**src/rtl/bwidow_load_ctrl.sv**
```systemverilog
// Download sequencer for the vector-arcade core: turns HPS ioctl traffic into
// ROM writes, game-select flags, DIP switches and a core reset hold.
module bwidow_load_ctrl #(
  parameter int ROM_AW   = 16,
  parameter int ROM_SIZE = 65536,
  parameter int RST_HOLD = 4095
) (
  input  logic              clk_12,
  input  logic              reset,
  input  logic              ioctl_download,
  input  logic              ioctl_wr,
  input  logic [24:0]       ioctl_addr,
  input  logic [7:0]        ioctl_dout,
  input  logic [7:0]        ioctl_index,
  output logic [ROM_AW-1:0] dn_addr,
  output logic [7:0]        dn_data,
  output logic              dn_wr,
  output logic              mod_bwidow,
  output logic              mod_gravitar,
  output logic              mod_lunarbat,
  output logic              mod_spacduel,
  output logic [63:0]       dip_bus,
  output logic              rom_valid,
  output logic              core_reset,
  output logic              busy
);

  localparam int CW = (RST_HOLD > 1) ? $clog2(RST_HOLD) : 1;
  localparam logic [CW-1:0] HOLD_INIT = CW'(RST_HOLD - 1);
  localparam logic [16:0]   CNT_MAX   = '1;
  localparam logic [16:0]   ROM_FULL  = 17'(ROM_SIZE);

  typedef enum logic [1:0] {S_IDLE, S_ROM, S_CFG, S_HOLD} state_e;

  state_e              state_q, state_d;
  logic [CW-1:0]       hold_cnt_q, hold_cnt_d;
  logic                cfg_game_q, cfg_game_d;
  logic                core_reset_q, busy_q;
  logic                dl_q;
  logic [ROM_AW-1:0]   dn_addr_q;
  logic [7:0]          dn_data_q;
  logic                dn_wr_q;
  logic [16:0]         rom_cnt_q;
  logic                rom_valid_q;
  logic [7:0]          pend_q;
  logic [1:0]          mod_q;
  logic [3:0]          mod_oh_q;
  logic [63:0]         dip_q;

  logic idx_rom, idx_game, idx_dip;
  logic dl_start, rom_wr, game_wr, dip_wr, rom_done, commit;

  // Write decode ignores the FSM so a strobe in the first download cycle lands.
  assign idx_rom  = (ioctl_index == 8'd0);
  assign idx_game = (ioctl_index == 8'd1);
  assign idx_dip  = (ioctl_index == 8'd254);
  assign dl_start = ioctl_download & ~dl_q;
  assign rom_wr   = ioctl_download & ioctl_wr & idx_rom & ((ioctl_addr >> ROM_AW) == '0);
  assign game_wr  = ioctl_download & ioctl_wr & idx_game;
  assign dip_wr   = ioctl_download & ioctl_wr & idx_dip & (ioctl_addr[24:3] == '0);
  assign rom_done = (state_q == S_ROM) & ~ioctl_download;
  assign commit   = (state_q == S_CFG) & ~ioctl_download & cfg_game_q;

  always_comb begin
    state_d    = state_q;
    hold_cnt_d = hold_cnt_q;
    cfg_game_d = cfg_game_q;
    case (state_q)
      S_IDLE, S_HOLD: begin
        if (ioctl_download && idx_rom) begin
          state_d = S_ROM;
        end else if (ioctl_download && (idx_game || idx_dip)) begin
          state_d    = S_CFG;
          cfg_game_d = idx_game;
        end else if (state_q == S_HOLD) begin
          if (hold_cnt_q == '0) state_d = S_IDLE;
          else                  hold_cnt_d = hold_cnt_q - CW'(1);
        end
      end
      S_ROM: begin
        if (!ioctl_download) begin
          state_d    = S_HOLD;
          hold_cnt_d = HOLD_INIT;
        end
      end
      S_CFG: begin
        if (!ioctl_download) begin
          if (cfg_game_q) begin
            state_d    = S_HOLD;
            hold_cnt_d = HOLD_INIT;
          end else begin
            state_d = S_IDLE;
          end
        end
      end
      default: state_d = S_HOLD;
    endcase
  end

  always_ff @(posedge clk_12) begin
    if (reset) begin
      state_q      <= S_HOLD;
      hold_cnt_q   <= HOLD_INIT;
      cfg_game_q   <= 1'b0;
      core_reset_q <= 1'b1;
      busy_q       <= 1'b1;
      dl_q         <= 1'b0;
      dn_addr_q    <= '0;
      dn_data_q    <= '0;
      dn_wr_q      <= 1'b0;
      rom_cnt_q    <= '0;
      rom_valid_q  <= 1'b0;
      pend_q       <= '0;
      mod_q        <= '0;
      mod_oh_q     <= 4'b0001;
      dip_q        <= '0;
    end else begin
      state_q      <= state_d;
      hold_cnt_q   <= hold_cnt_d;
      cfg_game_q   <= cfg_game_d;
      core_reset_q <= (state_d == S_ROM) || (state_d == S_HOLD);
      busy_q       <= (state_d != S_IDLE);
      dl_q         <= ioctl_download;

      dn_wr_q <= rom_wr;
      if (rom_wr) begin
        dn_addr_q <= ioctl_addr[ROM_AW-1:0];
        dn_data_q <= ioctl_dout;
      end

      if (dl_start && idx_rom)                rom_cnt_q <= rom_wr ? 17'd1 : 17'd0;
      else if (rom_wr && rom_cnt_q != CNT_MAX) rom_cnt_q <= rom_cnt_q + 17'd1;

      if (dl_start && idx_rom) rom_valid_q <= 1'b0;
      else if (rom_done)       rom_valid_q <= (rom_cnt_q == ROM_FULL);

      // A write in the start cycle beats the reload of the committed game.
      if (game_wr)                    pend_q <= ioctl_dout;
      else if (dl_start && idx_game)  pend_q <= {6'd0, mod_q};

      if (commit && pend_q < 8'd4) begin
        mod_q    <= pend_q[1:0];
        mod_oh_q <= 4'b0001 << pend_q[1:0];
      end

      if (dip_wr) dip_q[{ioctl_addr[2:0], 3'b000} +: 8] <= ioctl_dout;
    end
  end

  assign dn_addr      = dn_addr_q;
  assign dn_data      = dn_data_q;
  assign dn_wr        = dn_wr_q;
  assign mod_bwidow   = mod_oh_q[0];
  assign mod_gravitar = mod_oh_q[1];
  assign mod_lunarbat = mod_oh_q[2];
  assign mod_spacduel = mod_oh_q[3];
  assign dip_bus      = dip_q;
  assign rom_valid    = rom_valid_q;
  assign core_reset   = core_reset_q;
  assign busy         = busy_q;

endmodule

```
**config.mk**
```make
export PLATFORM = sky130hd
export DESIGN_NAME = bwidow_load_ctrl
export DESIGN_NICKNAME = d
export VERILOG_FILES = /design/src/rtl/bwidow_load_ctrl.sv
export SDC_FILE = /design/constraint.sdc
export NUM_CORES = 1
export LEC_CHECK = 0
export BUFFER_PORTS_ARGS = -buffer_cell sky130_fd_sc_hd__buf_4
export CAP_MARGIN = 20
export CORE_ASPECT_RATIO = 1.75
export CORE_MARGIN = 1.5
export CORE_UTILIZATION = 57
export CTS_CLUSTER_SIZE = 28
export DETAILED_ROUTE_END_ITERATION = 7
export GPL_TIMING_DRIVEN = 0
export PLACE_DENSITY = 0.93
export SLEW_MARGIN = 40
export SYNTH_ARGS = -nofsm -noshare
export SYNTH_HDL_FRONTEND = slang
export SYNTH_SLANG_ARGS = --single-unit
```
**constraint.sdc**
```tcl
create_clock -name clk_12 -period 5 [get_ports clk_12]
set_input_delay 0.75 -clock clk_12 [delete_from_list [all_inputs] [get_ports clk_12]]
set_output_delay 0.75 -clock clk_12 [all_outputs]
set_load 0.01 [all_outputs]
```
==> results of run 1 <==
[worst max path at each step]
stage | from | end | depth (start not counted)
floorplan | ioctl_index[2] | rom_cnt_q[15] | 6
global placement | ioctl_addr[19] | dip_bus[36] | 8
detailed placement | ioctl_addr[19] | dip_bus[38] | 8
CTS | rom_cnt_q[3] | rom_cnt_q[5] | 11
global route | rom_cnt_q[4] | rom_cnt_q[5] | 11
finish | rom_cnt_q[3] | rom_cnt_q[5] | 11
[worst max-delay path, delay by kind of cell, from the launching register on]
family                     cells  cell delay [ps]
xor gates and xnor gates       1              150
buffers and inverters          1              200
and+or+nand+nor                7             1150
DFF                            1              420
adders and majority gates      1              290
AOI/OAI and AO/OA              1              310
[cell type report]
cell class                      instances  area, µm²
Fill cell                             637       2320
Inverter                               18       67.6
Tap cell                              125        156
Sequential cell                       139       2780
Buffer                                 39        169
Clock inverter                         10        118
Multi-Input combinational cell        474       2780
Timing Repair Buffer                  132        991
Clock buffer                           20        467
[metal layers]
| layer | GRT usage | up-vias |
|---|---|---|
| li1 | - | 2596 |
| met1 | 0.310 | 2689 |
| met2 | 0.601 | 276 |
| met3 | 0.0839 | 82 |
| met4 | 0.187 | 0 |
| met5 | 0 | - |
[Yosys cell counts (2+ instances only)]
| library cell | instances | area share |
|---|---|---|
| nand2_2 | 3 | 0.0032 |
| or2_2 | 2 | 0.0022 |
| and2_1 | 3 | 0.0032 |
| nand4b_1 | 2 | 0.0030 |
| nor4_2 | 4 | 0.0086 |
| nor3b_1 | 5 | 0.0065 |
| clkbuf_1 | 27 | 0.017 |
| a31oi_1 | 2 | 0.0022 |
| o221ai_1 | 2 | 0.0030 |
| o21ai_0 | 8 | 0.0069 |
| xor2_1 | 8 | 0.012 |
| or3_1 | 5 | 0.0054 |
| a211o_1 | 2 | 0.0030 |
| mux2i_1 | 42 | 0.073 |
| inv_1 | 18 | 0.012 |
| nand2_1 | 100 | 0.065 |
| or4_1 | 3 | 0.0039 |
| a21oi_1 | 63 | 0.054 |
| nand3_1 | 41 | 0.035 |
| dfxtp_1 | 139 | 0.48 |
| nand2b_1 | 4 | 0.0043 |
| ha_1 | 10 | 0.022 |
| clkbuf_2 | 2 | 0.0017 |
| nor4_1 | 9 | 0.0097 |
| xnor2_1 | 13 | 0.020 |
| nor4b_1 | 5 | 0.0076 |
| nand4_1 | 9 | 0.0097 |
| a22oi_1 | 7 | 0.0091 |
| buf_2 | 7 | 0.0060 |
| o41ai_1 | 2 | 0.0030 |
| nor4_4 | 2 | 0.0073 |
| a21o_1 | 4 | 0.0052 |
| and3_1 | 3 | 0.0032 |
| nor2_1 | 87 | 0.056 |
| nor2b_1 | 2 | 0.0022 |
| nor3_1 | 11 | 0.0095 |
[layout by cell type, fill, tap and decap left out, types with 3 or more instances in the layout]
cell type and instances:
and2_1 3, nor3b_1 5, a21o_1 4, clkbuf_8 3
and3_1 3, buf_2 7, mux2i_1 42, a21oi_1 62
clkbuf_16 17, dfxtp_1 139, nor4_2 4, nand4_1 9
buf_4 133, nor3_1 11, nand2b_1 4, or4_1 3
clkinv_2 3, nand2_2 3, o21ai_0 8, nor2_1 87
nand2_1 100, ha_1 10, a22oi_1 7, xnor2_1 13
inv_1 18, xor2_1 8, nor4b_1 5, nor4_1 9
nand3_1 41, or3_1 5, clkinv_4 3, clkbuf_1 27
[cells by family (layout without fill, tap and decap cells)]
logic type / count (synthesis) / after routing / share of synthesized area
AND/OR/NAND/NOR: 305 / 305 / 0.257
flip-flops: 139 / 139 / 0.480
AO/OA/AOI/OAI: 96 / 96 / 0.0959
XOR/XNOR: 21 / 21 / 0.0318
buffers and inverters: 57 / 219 / 0.0408
adder cells (fa/ha/maj): 10 / 10 / 0.0216
multiplexers: 42 / 42 / 0.0726
[registers in the layout (all words and copies together), names as in the netlist]
signal / flops
dip_bus: 64
rom_cnt_q: 17
dn_addr: 16
hold_cnt_q: 12
dn_data: 8
pend_q: 8
mod_oh_q: 4
mod_q: 2
state_q: 2
busy: 1
cfg_game_q: 1
core_reset: 1
dl_q: 1
dn_wr: 1
rom_valid: 1
[power by group through the flow]
| stage | clock (mW) | sequential (mW) | combinational, mW |
|---|---|---|---|
| floorplan | 0 | 1.17 | 0.181 |
| global placement | 0 | 1.17 | 0.262 |
| detailed placement | 0 | 1.18 | 0.277 |
| CTS | 1.24 | 1.15 | 0.284 |
| global route | 1.29 | 1.16 | 0.323 |
| finish | 1.24 | 1.15 | 0.296 |
[stage by stage]
step	setup WS, ps	instances	hold slack [ps]	total power [mW]
3_5_place_dp	2070	927	447	1.45
3_3_place_gp	2090	927	440	1.44
5_1_grt	2060	957	473	2.77
4_1_cts	2370	957	454	2.68
6_report	2350	957	453	2.69
2_1_floorplan	2440	670	461	1.35
==> flow_summary.json, run 1 <==
{
  "tns_ps": 0,
  "synth.avg_cell_area_um2": 8.64,
  "fin_crit_sh": 0.530,
  "crit_fanout": 10,
  "io_buffers": 132,
  "hp-start": "dip_bus[31]",
  "grt_start_max_net_pins": 17,
  "numClockSinks": 139,
  "path_cells": "nand4_1 > nor2_1 > nand3_1 > nor4_1 > ha_1 > nor4_2 > a21oi_2 > buf_6 > nor3_1 > xnor2_1 > nor2_1",
  "met1_length_um": 5770,
  "place_congestion": 0.916,
  "ctsResizeCount": 0,
  "htreeDepth": 4,
  "switching_power_uw": 684,
  "totalWireLength_um": 17200,
  "clk_pin_slew_ps": 60,
  "diodes": 0,
  "fmax_mhz": 377,
  "syn_nets": 725,
  "dr.max_layer_used": "met4",
  "overflow": 0,
  "fp.dieW_um": 79.2,
  "placed_area_mm2": 0.00694,
  "layout.nets": 876,
  "p_leak_nw": 3.21,
  "drtIter0Drc": 419,
  "design.die.area_mm2": 0.0108,
  "p_int_mw": 2.01,
  "grt_pass1_vias": 5642,
  "wl_met3_um": 1090,
  "cts_tree": "yes",
  "ys_warn_count": 0,
  "setup.worst_path.start_class": "flip-flop",
  "synthToLayoutAreaGrowth_pct": 30.0,
  "gr-usage-all-layers": 0.322,
  "hpwl_um": 12000,
  "required_ps": 5290,
  "fin_util": 0.764,
  "slew_viol_final": 0,
  "fp.coreArea_mm2": 0.00985,
  "critical_path_class": "flip-flop to flip-flop",
  "cap_violations": 0,
  "p_clk_frac": 0.461,
  "slowest_stage": "dfxtp_1",
  "worst_pin_slew_ps": 706,
  "clockRootBuffer": "clkbuf_16",
  "viasPerCell": 5.90,
  "ctsHoldBuffers": 0,
  "dieHeight_um": 136,
  "crit_top_cell": "nor2_1",
  "setup_violations": 0,
  "outcome": "completed",
  "syn-instance-count": 670,
  "wl_met2_um": 9600,
  "routedWlPerCell_um": 18.0,
  "drive_above_1_share": 0.230,
  "ys_dominant_reg_cell": "dfxtp_1",
  "cts_made_buffers": 17,
  "post-route-min-period_ps": 2650,
  "whs_endpoint": "dip_bus[31]",
  "critical_path_arrival_ps": 2940,
  "antenna_left": 0,
  "r2r_slack_ps": 2350,
  "cts_setup_buffers": 0,
  "grt_pass1_wl_um": 26800,
  "pwr-share-seq": 0.429,
  "ff2ff_path_depth": 11,
  "vdd.ir_drop.worst_mv": 0.312,
  "synth_edf_count": 0,
  "min_path_type": "flip-flop to flip-flop",
  "r2r_start": "rom_cnt_q[3]",
  "cts_buffer_depth": 2,
  "combPwrFrac": 0.110,
  "whs_path_depth": 2,
  "yosysUniqueCellTypes": 50,
  "antenna_found_initial": 0,
  "endpoint_kind": "flip-flop",
  "clock_skew_ps": 8.56,
  "switching_share": 0.254,
  "max-slew-margin-rel": 0.525,
  "start_util": 0.588,
  "synth_seq_area_share": 0.480,
  "synth-async-reset-ratio": 0,
  "design_area_mm2": 0.00753,
  "critPathMaxStageDelay_ps": 420,
  "finalHoldViolations": 0,
  "drc_errors": 0,
  "postSynthRegisterBits": 139,
  "power.density_mw_per_mm2": 358,
  "rr_endpoint": "rom_cnt_q[5]",
  "pin_count": 141,
  "num_vias": 5643,
  "rsz0062_at_grt": "false",
  "synth_area_mm2": 0.00579,
  "clock_latency_ps": 420,
  "row_count": 48,
  "dr.pass1.iters": 6
}
Note: power is estimated with default switching activity, not from simulation.
==> run 2: changes to the inputs <==
--- a/config.mk
+++ b/config.mk
@@ -9,11 +9,11 @@
 export CAP_MARGIN = 20
 export CORE_ASPECT_RATIO = 1.75
 export CORE_MARGIN = 1.5
-export CORE_UTILIZATION = 57
+export CORE_UTILIZATION = 48
 export CTS_CLUSTER_SIZE = 28
 export DETAILED_ROUTE_END_ITERATION = 7
 export GPL_TIMING_DRIVEN = 0
-export PLACE_DENSITY = 0.93
+export PLACE_DENSITY = 0.85
 export SLEW_MARGIN = 40
 export SYNTH_ARGS = -nofsm -noshare
 export SYNTH_HDL_FRONTEND = slang
==> constraint.sdc (replaced) <==
create_clock -name clk_12 -period 2.2 [get_ports clk_12]
set_input_delay 0.33 -clock clk_12 [delete_from_list [all_inputs] [get_ports clk_12]]
set_output_delay 0.33 -clock clk_12 [all_outputs]
set_load 0.01 [all_outputs]
==> flow_summary.json, run 2 (synthesized netlist as in run 1, its figures left out) <==
{
  "outcome": "finished with violations",
  "violations": "negative setup slack",
  "num_vias": 5375,
  "slowest_stage": "or4_4",
  "drive_above_1_share": 0.286,
  "place_ws_ps": -435,
  "routedWlPerCell_um": 16.9,
  "critical_path_arrival_ps": 2600,
  "p_leak_nw": 3.50,
  "cap_violations": 0,
  "gr-usage-all-layers": 0.260,
  "fin_crit_sh": 1.04,
  "timing.critical_path.buf_inv": 1,
  "place_congestion": 0.836,
  "setup_ws_ps": -94.6,
  "dr.pass1.iters": 4,
  "clock_skew_ps": 6.50,
  "required_ps": 2510,
  "antenna_left": 0,
  "critPathMaxStageDelay_ps": 500,
  "setup_violations": 10,
  "hpwl_um": 11500,
  "layout_common_cells": "buf_4 (151), dfxtp_1 (131), nand2_1 (100), nor2_1 (86), a21oi_1 (62)",
  "fp.coreArea_mm2": 0.0116,
  "clockRootBuffer": "clkbuf_16",
  "cts_buffer_depth": 2,
  "dieHeight_um": 148,
  "r2r_start": "rom_cnt_q[4]",
  "synthToLayoutAreaGrowth_pct": 37.5,
  "htreeDepth": 4,
  "ctsHoldBuffers": 0,
  "io_buffers": 132,
  "row_count": 52,
  "power.density_mw_per_mm2": 787,
  "crit_fanout": 4,
  "path_cells": "nand4_1 > nor2_2 > nand3_4 > nor4_4 > ha_2 > nor4_4 > a21oi_4 > buf_6 > or4_4 > xnor2_2 > nor2_1",
  "overflow": 0,
  "r2r_slack_ps": -90,
  "whs_endpoint": "dn_addr[4]",
  "pin_count": 141,
  "drtIter0Drc": 293,
  "design.die.area_mm2": 0.0128,
  "cts_tree": "yes",
  "fillers": 867,
  "max-slew-margin-rel": 0.500,
  "hp-start": "ioctl_addr[4]",
  "grt_start_max_net_pins": 17,
  "slew_viol_final": 0,
  "clk_pin_slew_ps": 60,
  "cts_made_buffers": 17,
  "fmax_mhz": 436,
  "whs_path_depth": 3,
  "totalWireLength_um": 16700,
  "fp.dieW_um": 86.0,
  "rr_endpoint": "rom_cnt_q[15]",
  "clock_latency_ps": 420,
  "antenna_found_initial": 0,
  "rsz0062_at_grt": "true",
  "grt_pass1_wl_um": 25800,
  "start_util": 0.497,
  "diodes": 0,
  "worst_pin_slew_ps": 744,
  "drc_errors": 0,
  "viasPerCell": 5.43,
  "vdd.ir_drop.worst_mv": 0.648,
  "crit_top_cell": "nor4_4",
  "setup.worst_path.start_class": "flip-flop",
  "critPathTopFamily": "simple AND/OR/NAND/NOR gates",
  "p_total_mw": 6.27,
  "largest_reg_flops": 64,
  "endpoint_kind": "flip-flop",
  "post-route-min-period_ps": 2290,
  "layout_commonest_cell": "buf_4",
  "ff2ff_path_depth": 11,
  "numClockSinks": 139,
  "finalHoldViolations": 0,
  "min_path_type": "input pin to flip-flop",
  "critical_path_class": "flip-flop to flip-flop",
  "grt_pass1_vias": 5314,
  "layout.nets": 896
}
run 2: changes by cell type in the layout (fill, tap and decap cells not counted), sizes merged:
cell    before  now
a21oi       64   65
clkinv       6    7
bufinv       2    3
clkbuf      49   45
buf        142  163
inv         19   21
run 2: per-stage QoR:
stage                     TNS [ps]   util  hold slack [ps]  instances  instance area [µm²]
after floorplan                  0      -              461        670                 5810
after global placement      -33340  0.598              438        937                 6970
after detailed placement    -37080  0.598              446        937                 6970
after CTS                    -14.7  0.670              155        985                 7800
after global routing         -1900  0.684              162        989                 7970
final                         -511  0.684              168        989                 7970
run 2: worst max-delay path by stage:
stage                      start             to  slack (ps)  cells after the start
floorplan           rom_cnt_q[0]  rom_cnt_q[15]           5                      9
global route        rom_cnt_q[4]  rom_cnt_q[15]        -210                     11
detailed placement  rom_cnt_q[3]   rom_cnt_q[4]        -440                     11
global placement    rom_cnt_q[3]   rom_cnt_q[5]        -460                     11
finish              rom_cnt_q[4]  rom_cnt_q[15]         -90                     11
CTS                 rom_cnt_q[5]  rom_cnt_q[15]         -10                     11
run 2: cell type report:
type / count / area (µm²) / area share
sequential: 139 / 2800 / 0.351
tap: 135 / 169 / 0.0212
clock inverter: 14 / 166 / 0.0209
clock buffer: 18 / 439 / 0.0551
multi-input combinational: 475 / 2990 / 0.375
buffer: 36 / 151 / 0.0190
timing repair buffer: 154 / 1180 / 0.149
inverter: 18 / 67.6 / 0.00848
run 2: power by group:
part | switching [mW] | internal, mW | leakage (nW)
clock network | 1.12 | 1.82 | 0.301
logic | 0.443 | 0.267 | 2.07
registers | 0.0525 | 2.57 | 1.13
total | 1.62 | 4.65 | 3.50
run 2: worst reg2reg max path: cells and delay by family (launching register included):
kind	cells	cell delay, ps
AOI/OAI and AO/OA	1	110
xor gates and xnor gates	1	140
adders and majority gates	1	200
buffers and inverters	1	150
DFF	1	350
and+or+nand+nor	7	1230
run 2: per-layer routing:
metal	vias up	global-route usage	share of wire
li1	2637	-	-
met1	2534	0.264	0.36
met2	152	0.471	0.54
met3	52	0.0716	0.054
met4	0	0.143	0.037
met5	-	0	0
run 2: what timing repair did:
| action | in CTS | in global routing |
|---|---|---|
| setup buffers | 17 | 5 |
| resized for setup | 24 | 28 |
| pin swaps | 8 | 16 |
| endpoints found under the setup margin | 25 | 27 |
| cloned | 0 | 1 |
